<file path="src/rtl/cpu_pkg.sv">
// Shared CPU definitions: datapath widths, the NOP encoding and the fetch FSM state type.
package cpu_pkg;

    localparam int unsigned XLEN   = 32;
    localparam int unsigned INST_W = 32;

    // addi x0, x0, 0
    localparam logic [INST_W-1:0] INST_NOP = 32'h0000_0013;

    typedef enum logic [0:0] {
        FETCH  = 1'b0,
        HALTED = 1'b1
    } fetch_state_e;

endpackage

</file>
<file path="src/rtl/inst_queue.sv">
// Instruction queue: circular buffer of {instruction, pc} pairs with push, pop and flush.
// Ports:
//   clk, reset            - clock, synchronous active-high reset
//   flush_i               - drop all entries (takes priority over push/pop)
//   push_i, push_data_i, push_pc_i - enqueue one instruction and its address
//   pop_i                 - dequeue the head
//   count_o               - current occupancy (0..QDEPTH)
//   head_data_o, head_pc_o - head entry, zero when empty
module inst_queue
    import cpu_pkg::*;
#(
    parameter int unsigned QDEPTH = 4
) (
    input  logic                         clk,
    input  logic                         reset,
    input  logic                         flush_i,
    input  logic                         push_i,
    input  logic [INST_W-1:0]            push_data_i,
    input  logic [XLEN-1:0]              push_pc_i,
    input  logic                         pop_i,
    output logic [$clog2(QDEPTH+1)-1:0]  count_o,
    output logic [INST_W-1:0]            head_data_o,
    output logic [XLEN-1:0]              head_pc_o
);

    localparam int unsigned CNT_W = $clog2(QDEPTH + 1);
    localparam int unsigned PTR_W = $clog2(QDEPTH);

    logic [INST_W-1:0] data_q [QDEPTH];
    logic [XLEN-1:0]   pc_q   [QDEPTH];
    logic [PTR_W-1:0]  wr_ptr_q, wr_ptr_d;
    logic [PTR_W-1:0]  rd_ptr_q, rd_ptr_d;
    logic [CNT_W-1:0]  count_q, count_d;
    logic              full, empty, do_push, do_pop;

    assign full    = (count_q == CNT_W'(QDEPTH));
    assign empty   = (count_q == '0);
    assign do_pop  = pop_i && !empty && !flush_i;
    // A full queue may accept a push only when the head leaves in the same cycle.
    assign do_push = push_i && !flush_i && (!full || do_pop);

    // Pointer and occupancy next-state; QDEPTH is a power of two so pointers wrap naturally.
    always_comb begin
        wr_ptr_d = wr_ptr_q;
        rd_ptr_d = rd_ptr_q;
        count_d  = count_q;
        if (flush_i) begin
            wr_ptr_d = '0;
            rd_ptr_d = '0;
            count_d  = '0;
        end else begin
            if (do_push) wr_ptr_d = wr_ptr_q + PTR_W'(1);
            if (do_pop)  rd_ptr_d = rd_ptr_q + PTR_W'(1);
            count_d = count_q + CNT_W'(do_push) - CNT_W'(do_pop);
        end
    end

    always_ff @(posedge clk) begin
        if (reset) begin
            wr_ptr_q <= '0;
            rd_ptr_q <= '0;
            count_q  <= '0;
        end else begin
            wr_ptr_q <= wr_ptr_d;
            rd_ptr_q <= rd_ptr_d;
            count_q  <= count_d;
        end
    end

    // Storage needs no reset: the head is masked while the queue is empty.
    always_ff @(posedge clk) begin
        if (do_push) begin
            data_q[wr_ptr_q] <= push_data_i;
            pc_q[wr_ptr_q]   <= push_pc_i;
        end
    end

    // Fetch credit must make an overflowing push impossible.
    always_ff @(posedge clk) begin
        if (!reset) begin
            assert (!(push_i && !flush_i && full && !do_pop))
                else $error("inst_queue: push into full queue");
        end
    end

    assign count_o     = count_q;
    assign head_data_o = empty ? '0 : data_q[rd_ptr_q];
    assign head_pc_o   = empty ? '0 : pc_q[rd_ptr_q];

endmodule

</file>
<file path="src/rtl/inst_fetch_unit.sv">
// Instruction fetch unit: issues sequential word fetches under queue credit, tags in-order
// responses with their address, buffers them in inst_queue and hands them to decode.
// Redirect flushes the queue and discards in-flight responses; halt stops new fetches.
// Ports:
//   clk, reset                      - clock, synchronous active-high reset
//   imem_req_valid, imem_req_addr   - fetch request (always accepted by memory)
//   imem_resp_valid, imem_resp_data - in-order fetch response
//   redirect_valid, redirect_pc     - taken branch/jump target
//   halt                            - stop fetching (sticky until reset)
//   inst_valid, inst_ready          - decode handshake
//   inst_data, inst_pc              - head instruction and its address
module inst_fetch_unit
    import cpu_pkg::*;
#(
    parameter int unsigned     QDEPTH   = 4,
    parameter logic [XLEN-1:0] RESET_PC = 32'h0
) (
    input  logic              clk,
    input  logic              reset,
    output logic              imem_req_valid,
    output logic [XLEN-1:0]   imem_req_addr,
    input  logic              imem_resp_valid,
    input  logic [INST_W-1:0] imem_resp_data,
    input  logic              redirect_valid,
    input  logic [XLEN-1:0]   redirect_pc,
    input  logic              halt,
    output logic              inst_valid,
    input  logic              inst_ready,
    output logic [INST_W-1:0] inst_data,
    output logic [XLEN-1:0]   inst_pc
);

    localparam int unsigned CNT_W  = $clog2(QDEPTH + 1);
    localparam int unsigned SUM_W  = CNT_W + 1;
    // Discard count is bounded by memory round-trip latency, not by QDEPTH.
    localparam int unsigned DROP_W = 8;

    fetch_state_e      state_q, state_d;
    logic [XLEN-1:0]   fetch_pc_q, fetch_pc_d;
    logic [CNT_W-1:0]  outst_q, outst_d;
    logic [CNT_W-1:0]  occ;
    logic [DROP_W-1:0] drop_q, drop_d, drop_fold;
    logic              credit_ok, resp_any, resp_live, push, pop;
    logic [XLEN-1:0]   resp_pc;
    logic [INST_W-1:0] head_data;
    logic [XLEN-1:0]   head_pc;
    logic              unused_redirect_lsb;

    assign unused_redirect_lsb = ^redirect_pc[1:0];

    assign credit_ok = (SUM_W'(occ) + SUM_W'(outst_q)) < SUM_W'(QDEPTH);
    assign resp_any  = imem_resp_valid && ((drop_q != '0) || (outst_q != '0));
    assign resp_live = imem_resp_valid && (drop_q == '0) && (outst_q != '0);
    // Every in-flight request becomes a discard; a response arriving now retires one of them.
    assign drop_fold = drop_q + DROP_W'(outst_q) - DROP_W'(resp_any);
    // Live requests are the last outst_q fetches, so the oldest sits outst_q words behind fetch_pc.
    assign resp_pc   = fetch_pc_q - XLEN'({outst_q, 2'b00});
    assign push      = resp_live && !redirect_valid && !reset;
    assign pop       = inst_valid && inst_ready;

    // FSM state register.
    always_ff @(posedge clk) begin
        if (reset) state_q <= FETCH;
        else       state_q <= state_d;
    end

    // FSM next state: halt is sticky until reset.
    always_comb begin
        state_d = state_q;
        if ((state_q == FETCH) && halt) state_d = HALTED;
    end

    // FSM outputs: fetch request.
    always_comb begin
        imem_req_valid = 1'b0;
        imem_req_addr  = fetch_pc_q;
        if ((state_q == FETCH) && !reset && !redirect_valid && !halt && credit_ok) begin
            imem_req_valid = 1'b1;
        end
    end

    // Fetch pointer, live-request and discard counters.
    always_comb begin
        fetch_pc_d = fetch_pc_q;
        outst_d    = outst_q;
        drop_d     = drop_q;
        if (redirect_valid) begin
            fetch_pc_d = {redirect_pc[XLEN-1:2], 2'b00};
            outst_d    = '0;
            drop_d     = drop_fold;
        end else begin
            if (imem_req_valid) fetch_pc_d = fetch_pc_q + XLEN'(4);
            outst_d = outst_q + CNT_W'(imem_req_valid) - CNT_W'(resp_live);
            if (imem_resp_valid && (drop_q != '0)) drop_d = drop_q - DROP_W'(1);
        end
    end

    // Reset keeps counting pre-reset requests as discards so their late responses are ignored.
    always_ff @(posedge clk) begin
        if (reset) begin
            fetch_pc_q <= RESET_PC;
            outst_q    <= '0;
            drop_q     <= drop_fold;
        end else begin
            fetch_pc_q <= fetch_pc_d;
            outst_q    <= outst_d;
            drop_q     <= drop_d;
        end
    end

    inst_queue #(
        .QDEPTH (QDEPTH)
    ) u_queue (
        .clk         (clk),
        .reset       (reset),
        .flush_i     (redirect_valid),
        .push_i      (push),
        .push_data_i (imem_resp_data),
        .push_pc_i   (resp_pc),
        .pop_i       (pop),
        .count_o     (occ),
        .head_data_o (head_data),
        .head_pc_o   (head_pc)
    );

    assign inst_valid = (occ != '0) && !reset;
    assign inst_data  = reset ? '0 : head_data;
    assign inst_pc    = reset ? '0 : head_pc;

endmodule

</file>
<file path="config.mk">
export PLATFORM = sky130hd
export DESIGN_NAME = inst_fetch_unit
export DESIGN_NICKNAME = d
export VERILOG_FILES = /design/src/rtl/cpu_pkg.sv /design/src/rtl/inst_queue.sv /design/src/rtl/inst_fetch_unit.sv
export SDC_FILE = /design/constraint.sdc
export NUM_CORES = 1
export LEC_CHECK = 0
export ABC_CLOCK_PERIOD_IN_PS = 9500
export CAP_MARGIN = 20
export CORE_UTILIZATION = 55
export CTS_BUF_LIST = sky130_fd_sc_hd__clkbuf_4
export DETAILED_ROUTE_END_ITERATION = 8
export PLACE_DENSITY_LB_ADDON = 0.12
export SYNTH_ARGS = -nofsm -noshare
export SYNTH_HDL_FRONTEND = slang
export SYNTH_SLANG_ARGS = --single-unit
</file>
<file path="constraint.sdc">
create_clock -name clk -period 9.5 [get_ports clk]
set_input_delay 0.95 -clock clk [delete_from_list [all_inputs] [get_ports clk]]
set_output_delay 0.95 -clock clk [all_outputs]
set_load 0.005 [all_outputs]
</file>
==> flow_summary.toml <==
[synthesis]
yosysSeqAreaShare_pct = 64.6
syn_avg_cell_area_um2 = 15.1
synthTopCellsByArea = "edfxtp_1, mux4_2, dfxtp_1"
async_flop_share_pct = 0
ys_types = 56
synth_edf_count = 256
synth-seq-cells = 299
ys_dominant_reg_cell = "edfxtp_1"
yosysWarnings = 0
synth_area_leader_cell = "edfxtp_1"
synthCells = 879
syn_area_mm2 = 0.0132
yosysTopAreaCellShare_pct = 58.1

[clock_network]
cts_sinks = 299
cts_buffer_depth = 3
clock_latency_ps = 650
h-tree-depth = 3
cts_hold_repair.buffers = 0
cts.reportedPaths.clkPinSlew_ps = 50
postCtsResizedCells = 0
cts_tree = "built"
cts_setup_buffers = 0
ctsRootBufferMaster = "clkbuf_4"
numCtsBuffers = 75

[layout]
multi_input_area_mm2 = 0.00435
final_util_pct = 68.2
nets = 1182
stdcell_area_mm2 = 0.0161
regArea_mm2 = 0.00855
area_growth_pct = 21.3
layout.cells.non_filler = 1442
n_fill_cell = 1698
final_cell_mix = "edfxtp_1, clkdlybuf4s50_1, clkbuf_4"
drive_gt1_share_pct = 18.4
layout_commonest_cell = "edfxtp_1"

[route]
drt_iter0_drc = 523
vias_per_cell = 5.55
drc = 0
num_vias = 8002
finalWirelength_mm = 27.3
ant_nets = 0
avgRoutedWirePerCell_um = 18.9
drt_pass1_iterations = 5

[job]
drv_cap = 0

[sta]
max_freq_ghz = 0.227
slew_violations = 0
fin_setup_tns_ps = 0
worst_pin_slew_ps = 971
setup_viol = 0
maxSlewHeadroom_pct = 35.3
period_minus_slack_ps = 4400
rsz0062_at_grt = "false"
layout_setup_ws_ps = 5100
hold_violations = 0
period_share_pct = 46.3
fin_skew_ps = 23.3
worst_hold_slack_ps = 493

[worst_hold_path]
hold_path_startpoint = "state_q"
holdPathStages = 2
hold_path.class = "flop to flop"
min_to = "state_q"

[critical_path]
critPathKind = "input pin to primary output"
worst_setup_path_start_kind = "input pin"
r2r-end = "drop_q[6]"
cp_max_fo = 36
end_kind = "primary output"
critPathArrivalTime_ps = 3450
r2r_cells = 15
reg2reg_slack_ps = 6270
required_ps = 8550
r2r_start = "drop_q[4]"
crit_start = "reset"

[global_routing]
grt_overflow = 0
grt_pass1_wl_mm = 42.6
grt_pass1_vias = 7994
grt_max_degree = 63
grtUsageTotal_pct = 22.9
antenna_found_initial = 1

[placed_design]
gp_congestion = 0.867
port_buffers = 161
placed_area_mm2 = 0.0151
dpl.hpwl_mm = 16.6
placed_cells = 1318
pre_cts_slack_ps = 5120

[floorplanning]
num_rows = 56
die_x_um = 157
core_mm2 = 0.0235
boundaryPins = 168
start_util_pct = 56.2
fp.dieH_um = 157
die_area_mm2 = 0.0247

[pwr]
p_per_area_mw_per_mm2 = 181
irDropWorstVdd_mv = 0.132
p_leak_nw = 5.53
power_mw = 2.91

[run_status]
status = "complete, no violations"
-- report_power, final --
part	internal, mW	switching, mW
Sequential	1.47	0.0355
Combinational	0.179	0.189
Clock	0.552	0.484
-- synthesized netlist by cell type (15+ instances only) --
cell / number
xnor2_1: 29
edfxtp_1: 256
nand2_1: 34
inv_1: 37
ha_1: 31
mux4_2: 62
and2_1: 73
a21oi_1: 18
dfxtp_1: 43
nor2_1: 52
xor2_1: 30
nand3_1: 20
a211oi_1: 15
clkbuf_1: 39
-- metal layers --
layer  track usage, %  part of all wire, %  routed length (um)  up-vias
li1                 -                    -                   -     3769
met1             30.2                   43               11800     3898
met2             37.2                   48               13000      301
met3             5.97                  7.3                2000       34
met4             7.81                  1.7                 471        0
met5                0                    0                   0        -
-- critical path, cell delays in order --
cell and delay [ps]:
clkdlybuf4s50_1 390, buf_4 260, a311oi_1 280, nand3_1 400, inv_1 540, clkdlybuf4s50_1 610
-- worst max path at each step --
stage / to / slack [ps] / cells past startpoint
floorplan: u_queue.data_q[0][0] / 5940 / 4
global placement: imem_req_valid / 5120 / 6
detailed placement: imem_req_valid / 5120 / 6
CTS: inst_pc[17] / 5110 / 4
global route: imem_req_valid / 4940 / 6
finish: imem_req_valid / 5100 / 6
-- cells by family after synthesis --
group                    synth area share, %
buffers and inverters                   2.80
flip-flops                              64.6
XOR/XNOR                                4.03
other                                 0.0283
multiplexers                            10.9
adder cells (fa/ha/maj)                 3.54
AND/OR/NAND/NOR                         10.7
AO/OA/AOI/OAI                           3.42
-- sequential cells by signal, summed over array words and instances (netlist names), named ones only --
signal / cells
u_queue.rd_ptr_q: 2
u_queue.data_q: 128
u_queue.wr_ptr_q: 2
state_q: 1
u_queue.pc_q: 120
imem_req_addr: 30
drop_q: 8
outst_q: 3
u_queue.count_o: 3
-- area by class of cell --
cell class | count | share of cell area (%)
clock buffers | 103 | 4.82
multi-input cells | 492 | 27.1
diodes | 1 | 0.0156
flip-flops and latches | 299 | 53.3
inverters | 37 | 0.865
repair buffers | 172 | 10.7
well taps | 319 | 2.49
clock inverters | 19 | 0.803
Note: power is estimated with default switching activity, not from simulation.
